$ cat config.mk
export PLATFORM = sky130hd
export DESIGN_NAME = wr_resp_master_collect
export DESIGN_NICKNAME = d
export VERILOG_FILES = /design/src/rtl/wr_resp_master_collect.sv
export SDC_FILE = /design/constraint.sdc
export NUM_CORES = 1
export LEC_CHECK = 0
export CAP_MARGIN = 10
export CORE_MARGIN = 4
export CORE_UTILIZATION = 45
export DETAILED_ROUTE_END_ITERATION = 12
export PLACE_DENSITY = 0.7
export SLEW_MARGIN = 20
export SYNTH_ARGS = -nofsm -noshare
export SYNTH_HDL_FRONTEND = slang
export SYNTH_SLANG_ARGS = --single-unit
$ cat constraint.sdc
create_clock -name clk -period 6 [get_ports clk]
set_input_delay 1.5 -clock clk [delete_from_list [all_inputs] [get_ports clk]]
set_output_delay 1.5 -clock clk [all_outputs]
set_load 0.01 [all_outputs]
$ cat src/rtl/wr_resp_master_collect.sv
// Per-master write-response collector: allocates txnid slots, buffers returned responses
// per slot and hands them back to the master round-robin over a valid/ready handshake.

package vector_cache_pkg;
  localparam int unsigned TXNID_WIDTH = 6;

  typedef struct packed {
    logic [TXNID_WIDTH-1:0] txnid;
    logic [1:0]             resp;
    logic [7:0]             data;
  } wr_resp_pld_t;
endpackage

module wr_resp_master_collect
  import vector_cache_pkg::*;
#(
  parameter int unsigned SRC_NUM   = 4,
  parameter int unsigned SLOT_W    = 2,
  parameter int unsigned SLOT_NUM  = 4,
  parameter int unsigned MASTER_ID = 0
) (
  input  logic                             clk,
  input  logic                             rst,
  input  logic         [SRC_NUM-1:0]       in_vld,
  input  wr_resp_pld_t [SRC_NUM-1:0]       in_pld,
  output logic                             alloc_vld,
  output logic         [TXNID_WIDTH-1:0]   alloc_txnid,
  input  logic                             alloc_take,
  output logic                             resp_vld,
  output wr_resp_pld_t                     resp_pld,
  input  logic                             resp_rdy,
  output logic         [SLOT_W:0]          outstanding_cnt,
  output logic                             err_unexp,
  output logic                             err_id
);

  localparam int unsigned ID_W = TXNID_WIDTH - SLOT_W;

  typedef enum logic [1:0] {SlotFree, SlotOut, SlotPend} slot_state_e;

  slot_state_e       state_q [SLOT_NUM];
  slot_state_e       state_d [SLOT_NUM];
  wr_resp_pld_t      pld_q   [SLOT_NUM];
  wr_resp_pld_t      pld_d   [SLOT_NUM];
  logic [SLOT_W-1:0] rr_ptr_q, rr_ptr_d;
  logic              lock_q, lock_d;
  logic [SLOT_W-1:0] lock_slot_q, lock_slot_d;
  logic              err_unexp_q, err_unexp_d;
  logic              err_id_q, err_id_d;

  logic [SLOT_W-1:0] alloc_slot;
  logic [SLOT_W-1:0] rr_slot;
  logic [SLOT_W-1:0] sel_slot;
  logic              pend_any;
  logic              hs;
  logic [SLOT_NUM-1:0] cap_vld;
  logic [SLOT_NUM-1:0] claimed;
  logic [SLOT_W-1:0] lane_slot;
  logic [SLOT_W:0]   cnt;

  // Descending scan so the lowest-index free slot is the one left standing.
  always_comb begin
    alloc_vld  = 1'b0;
    alloc_slot = '0;
    for (int s = int'(SLOT_NUM) - 1; s >= 0; s--) begin
      if (state_q[s] == SlotFree) begin
        alloc_vld  = 1'b1;
        alloc_slot = SLOT_W'(s);
      end
    end
  end

  assign alloc_txnid = {ID_W'(MASTER_ID), alloc_slot};

  // Round-robin search from rr_ptr; descending offset so the nearest pending slot wins.
  always_comb begin
    pend_any = 1'b0;
    rr_slot  = rr_ptr_q;
    for (int k = int'(SLOT_NUM) - 1; k >= 0; k--) begin
      if (state_q[rr_ptr_q + SLOT_W'(k)] == SlotPend) begin
        pend_any = 1'b1;
        rr_slot  = rr_ptr_q + SLOT_W'(k);
      end
    end
  end

  assign sel_slot = lock_q ? lock_slot_q : rr_slot;
  assign resp_vld = lock_q ? (state_q[lock_slot_q] == SlotPend) : pend_any;
  assign resp_pld = resp_vld ? pld_q[sel_slot] : '0;
  assign hs       = resp_vld & resp_rdy;

  // Lane capture: lowest id-matching lane claims a slot; later lanes on that slot are dropped.
  always_comb begin
    cap_vld     = '0;
    claimed     = '0;
    lane_slot   = '0;
    err_unexp_d = err_unexp_q;
    err_id_d    = err_id_q;
    for (int s = 0; s < int'(SLOT_NUM); s++) begin
      pld_d[s] = pld_q[s];
    end
    for (int i = 0; i < int'(SRC_NUM); i++) begin
      lane_slot = in_pld[i].txnid[SLOT_W-1:0];
      if (in_vld[i]) begin
        if (in_pld[i].txnid[TXNID_WIDTH-1:SLOT_W] != ID_W'(MASTER_ID)) begin
          err_id_d = 1'b1;
        end else if (claimed[lane_slot]) begin
          err_unexp_d = 1'b1;
        end else begin
          claimed[lane_slot] = 1'b1;
          if (state_q[lane_slot] == SlotOut) begin
            cap_vld[lane_slot] = 1'b1;
            pld_d[lane_slot]   = in_pld[i];
          end else begin
            err_unexp_d = 1'b1;
          end
        end
      end
    end
  end

  // The three transitions require different current states, so they never collide.
  always_comb begin
    for (int s = 0; s < int'(SLOT_NUM); s++) begin
      state_d[s] = state_q[s];
      if (alloc_take && alloc_vld && alloc_slot == SLOT_W'(s)) state_d[s] = SlotOut;
      if (cap_vld[s]) state_d[s] = SlotPend;
      if (hs && sel_slot == SLOT_W'(s)) state_d[s] = SlotFree;
    end
    rr_ptr_d    = hs ? sel_slot + SLOT_W'(1) : rr_ptr_q;
    lock_d      = resp_vld & ~resp_rdy;
    lock_slot_d = sel_slot;
  end

  always_comb begin
    cnt = '0;
    for (int s = 0; s < int'(SLOT_NUM); s++) begin
      if (state_q[s] != SlotFree) cnt = cnt + (SLOT_W+1)'(1);
    end
  end

  assign outstanding_cnt = cnt;
  assign err_unexp       = err_unexp_q;
  assign err_id          = err_id_q;

  always_ff @(posedge clk or posedge rst) begin
    if (rst) begin
      for (int s = 0; s < int'(SLOT_NUM); s++) begin
        state_q[s] <= SlotFree;
        pld_q[s]   <= '0;
      end
      rr_ptr_q    <= '0;
      lock_q      <= 1'b0;
      lock_slot_q <= '0;
      err_unexp_q <= 1'b0;
      err_id_q    <= 1'b0;
    end else begin
      for (int s = 0; s < int'(SLOT_NUM); s++) begin
        state_q[s] <= state_d[s];
        pld_q[s]   <= pld_d[s];
      end
      rr_ptr_q    <= rr_ptr_d;
      lock_q      <= lock_d;
      lock_slot_q <= lock_slot_d;
      err_unexp_q <= err_unexp_d;
      err_id_q    <= err_id_d;
    end
  end

endmodule

## After elaboration in Yosys (flattened, before gate mapping)

Cells that the tools add are included.

- Register bits: 79
- Output and inout bits: 29
- Word-level logic and storage cells: 276

- Add/sub/neg operators: 7
- Magnitude comparators: 22
- Eq/ne operators: 15
- Multiplexer cells: 158
- Bitwise gates (word level): 18
- Reductions and logical operators: 35

Operator list:

| kind | number |
|---|---|
| 2-to-1 mux 64 bit | 16 |
| bitwise mux 64 bit | 4 |
| demux 16 bit (select 2 bit) | 4 |
| 2-to-1 mux 16 bit | 7 |
| 2-to-1 mux 4 bit | 25 |
| 2-to-1 mux 2 bit | 39 |
| 2-to-1 mux 1 bit | 42 |
| binary-select mux 2 bit (select 2 bit) | 9 |
| binary-select mux 16 bit (select 2 bit) | 1 |
| >= comparator 3 bit, second input constant | 10 |
| inverter 2 -> 3 bit | 10 |
| bitwise OR 4 bit | 5 |
| == test 2 bit, second input constant | 9 |
| logical AND 1 bit | 17 |
| nonzero test 4 bit | 4 |
| == test 2 x 1 -> 1 bit, second input constant | 6 |
| logical NOT 2 bit | 6 |
| less-than comparator 2 x 3 -> 1 bit, second input constant | 4 |
| less-than comparator 3 x 1 -> 1 bit, second input constant | 4 |
| nonzero test 3 bit | 4 |
| adder 3 x 1 -> 3 bit, second input constant | 3 |
| 2-to-1 mux 3 bit | 3 |
| binary-select mux 1 bit (select 2 bit) | 4 |
| demux 1 bit (select 2 bit) | 4 |
| 6 further kinds | 15 |

## Longest topological paths before layout

- Depth in word-level cells: 26
- Mapped depth: 10

## Worst setup path before layout

OpenSTA, ideal clock, no wires.

- Kind: register to output
- Start: register state_q[6] (netlist bit)
- End: output port resp_pld[10] (netlist bit)
- Arrival: 2.204 ns
- Data required time: 4.500 ns
- Slack: 2.296 ns
- Stages on the path, launching flop included: 9
- Buffers on the path: 2
- Path through: dfrtp_1 -> or3b_2 -> a21oi_1 -> a2111oi_0 -> o31ai_1 -> clkbuf_1 -> buf_2 -> mux2i_1 -> o22ai_1

RTL lines:

| item | RTL line | source |
|---|---|---|
| start: declaration | 41 | `slot_state_e state_q [SLOT_NUM];` |
| start signal: indexed assignment | 149 | `state_q[s] <= SlotFree;` |
| start signal: indexed assignment | 159 | `state_q[s] <= state_d[s];` |
| end: declaration | 30 | `output wr_resp_pld_t resp_pld,` |

==> results.yml <==
clocking:
  cts_sinks: 79
  cts_tree: "done"
  cts_made_buffers: 9
  postCtsSetupBuffers: 0
  h-tree-depth: 3
  insertion_delay_ns: 0.34
  clk_path_buf_depth: 2
  clk_pin_slew_ns: 0.06
  cts_resized: 0
  holdBufCountCts: 0
  root_buffer: "clkbuf_16"
placement:
  port_buffers: 96
  pre_cts_ws_ns: 0.922
  gp_congestion: 0.930
  place_inst: 825
  place_hpwl_mm: 12.7
worst_setup_path:
  critPathLaunchType: "flop"
  critPathMaxFanout: 16
  worstPathCellList: "nand2b_1, mux4_2, a22oi_1, nand2b_1, o22ai_1, clkdlybuf4s50_1"
  slowest_delay_ns: 0.60
  cp.required_ns: 4.50
  criticalPathCategory: "flop to output pin"
  crit_arrival_ns: 3.53
  slowest_stage: "clkdlybuf4s50_1"
  end_kind: "output pin"
  cpMostUsedCell: "nand2b_1"
floorplan:
  row_count: 40
  die_w_um: 119
  core_area_um2: 12100
  die_h_um: 119
  start_util_pct: 46.0
  pin_count: 101
  die_area_um2: 14200
timing:
  fmax_ghz: 0.199
  final-max-slew-violation-count: 0
  totalNegativeSetupSlack_ns: 0
  setup_viol: 0
  post-route-period-util_pct: 83.9
  period_needed_ns: 5.03
  grt_setup_unrepaired: "no"
  relSlewSlack_pct: 27.6
  worst_slack_ns: 0.966
  skew_ns: 0.00662
  worst_pin_slew_ns: 1.08
  hold_viol: 0
global_route:
  grt_util_all_layers_pct: 25.4
  antenna_found_initial: 0
  grt_pass1_wl_mm: 28.6
  grt_max_degree: 41
  grt_overflow_total: 0
  grt_pass1_vias: 5345
power_and_ir_drop:
  p_total_w: 0.00323
  p_leak_nw: 2.93
  power.density_nw_per_um2: 466
  vdd_drop_max_mv: 0.280
route:
  drt.antenna.violating_nets: 0
  via_per_inst: 6.32
  drt_iter0_markers: 574
  wl_mm: 18.2
  wl_per_cell_um: 21.6
  num_vias: 5314
  firstDrtPassIters: 5
  drc: 0
layout:
  area_growth_pct: 24.8
  drive_above_1_share_pct: 9.96
  nNetsFinal: 748
  fin_util_pct: 57.4
  diodes: 0
  fin_cells: 841
synth:
  postSynthCellCount: 590
  synth.yosys.seq_area_share_pct: 35.6
  ys_ff_latch: 79
  synth_edf_count: 0
  yosys_warnings: 0
  avgSynthCellArea_um2: 9.41
  async_flop_share_pct: 100
  yosys.cell_types.count: 61
  yosys_most_used_dff: "dfrtp_1"
  syn_area_um2: 5550
hold_path:
  holdCritPathClass: "flop to flop"
job:
  drv_cap: 0
outcome:
  status: "finished, final reports clean"
[layout by cell type (no fill, tap or decap), types with 4 or more instances in the layout]
master	netlist	layout
nor2_1	26	26
xnor2_1	9	9
nor3_1	5	5
o22ai_1	43	43
a21oi_1	9	9
inv_1	31	30
nor2b_1	9	9
or3_1	4	4
nor3b_1	9	9
dfrtp_1	79	79
mux2i_1	59	59
nand3_1	10	10
o22a_1	20	20
o211ai_1	9	9
conb_1	1	4
nand2b_1	11	11
nand4_1	11	11
mux2_2	23	23
clkdlybuf4s50_1	0	96
o21ai_0	25	25
a22oi_1	6	6
clkbuf_16	0	9
a31oi_1	7	7
a211oi_1	10	10
ha_1	8	8
and2_1	18	18
o221ai_1	12	12
buf_4	6	11
nor4_1	6	6
nand2_1	35	35
a2111oi_0	4	4
[sequential cells by signal, indices dropped and copies added (netlist names)]
name         count
err_id           1
err_unexp        1
lock_q           1
lock_slot_q      2
pld_q           64
rr_ptr_q         2
state_q          8
[metal layers]
layer / vias up / track usage [%] / wire length [µm]
li1: 2378 / - / -
met1: 2615 / 33.2 / 7600
met2: 275 / 42.1 / 8670
met3: 46 / 4.99 / 1460
met4: 0 / 8.40 / 446
met5: - / 0 / 0
[report_power, final]
| group | switching, W | internal, W | leakage, nW |
|---|---|---|---|
| registers | 0.000161 | 0.000726 | 0.990 |
| logic | 0.000907 | 0.000885 | 1.80 |
| clock network | 0.000230 | 0.000317 | 0.142 |
[cell usage after synthesis (10+ instances only)]
master	n	area, µm²
o21ai_0	25	125
nand4_1	11	68.8
o22ai_1	43	269
nand2b_1	11	68.8
nand3_1	10	50.1
mux2i_1	59	591
nand2_1	35	131
dfrtp_1	79	1980
and2_1	18	113
o221ai_1	12	105
mux2_2	23	259
clkbuf_1	26	97.6
nor2_1	26	97.6
o22a_1	20	175
inv_1	31	116
a211oi_1	10	75.1
[through the flow]
| step | area [µm²] | hold slack, ns |
|---|---|---|
| CTS | 6920 | 0.471 |
| detailed placement | 6630 | 0.453 |
| floorplan | 5560 | 0.434 |
| global placement | 6630 | 0.452 |
| global route | 6920 | 0.478 |
| finish | 6920 | 0.466 |
[worst paths after layout]
path / startpoint / to / slack [ns] / cells after the start
worst max-delay path: state_q[2] / resp_pld[0] / 0.97 / 6
worst min-delay path: pld_q[27] / pld_q[27] / 0.47 / 1
worst max register to register: state_q[2] / pld_q[25] / 3.08 / 6
worst min register to register: pld_q[27] / pld_q[27] / 0.47 / 1
max in group asynchronous: rst / rr_ptr_q[0] / 3.26 / 3
min in group asynchronous: rst / pld_q[35] / 1.67 / 2
[critical path, delay by kind of cell (launching register included)]
family / cells / cell delay (ns)
simple gates: 2 / 0.85
compound gates: 2 / 0.80
buf+inv: 1 / 0.60
mux: 1 / 0.49
flops: 1 / 0.45
[kinds of logic after synthesis]
| logic type | Yosys count | synth area share [%] |
|---|---|---|
| other cells | 1 | 0.0676 |
| simple gates | 166 | 17.4 |
| buf+inv | 74 | 5.70 |
| mux | 85 | 16.5 |
| flops | 79 | 35.6 |
| compound gates | 165 | 20.9 |
| xor+xnor | 12 | 1.89 |
| fa+ha+maj | 8 | 1.80 |
[final cells by class]
cell class	count	area [µm²]
Sequential cell	79	1980
Clock inverter	3	25.0
Clock buffer	13	270
Inverter	31	116
Fill cell	1066	5140
Tap cell	168	210
Multi-Input combinational cell	440	3280
Timing Repair Buffer	107	1040
Power figures use the tool's default switching activity.
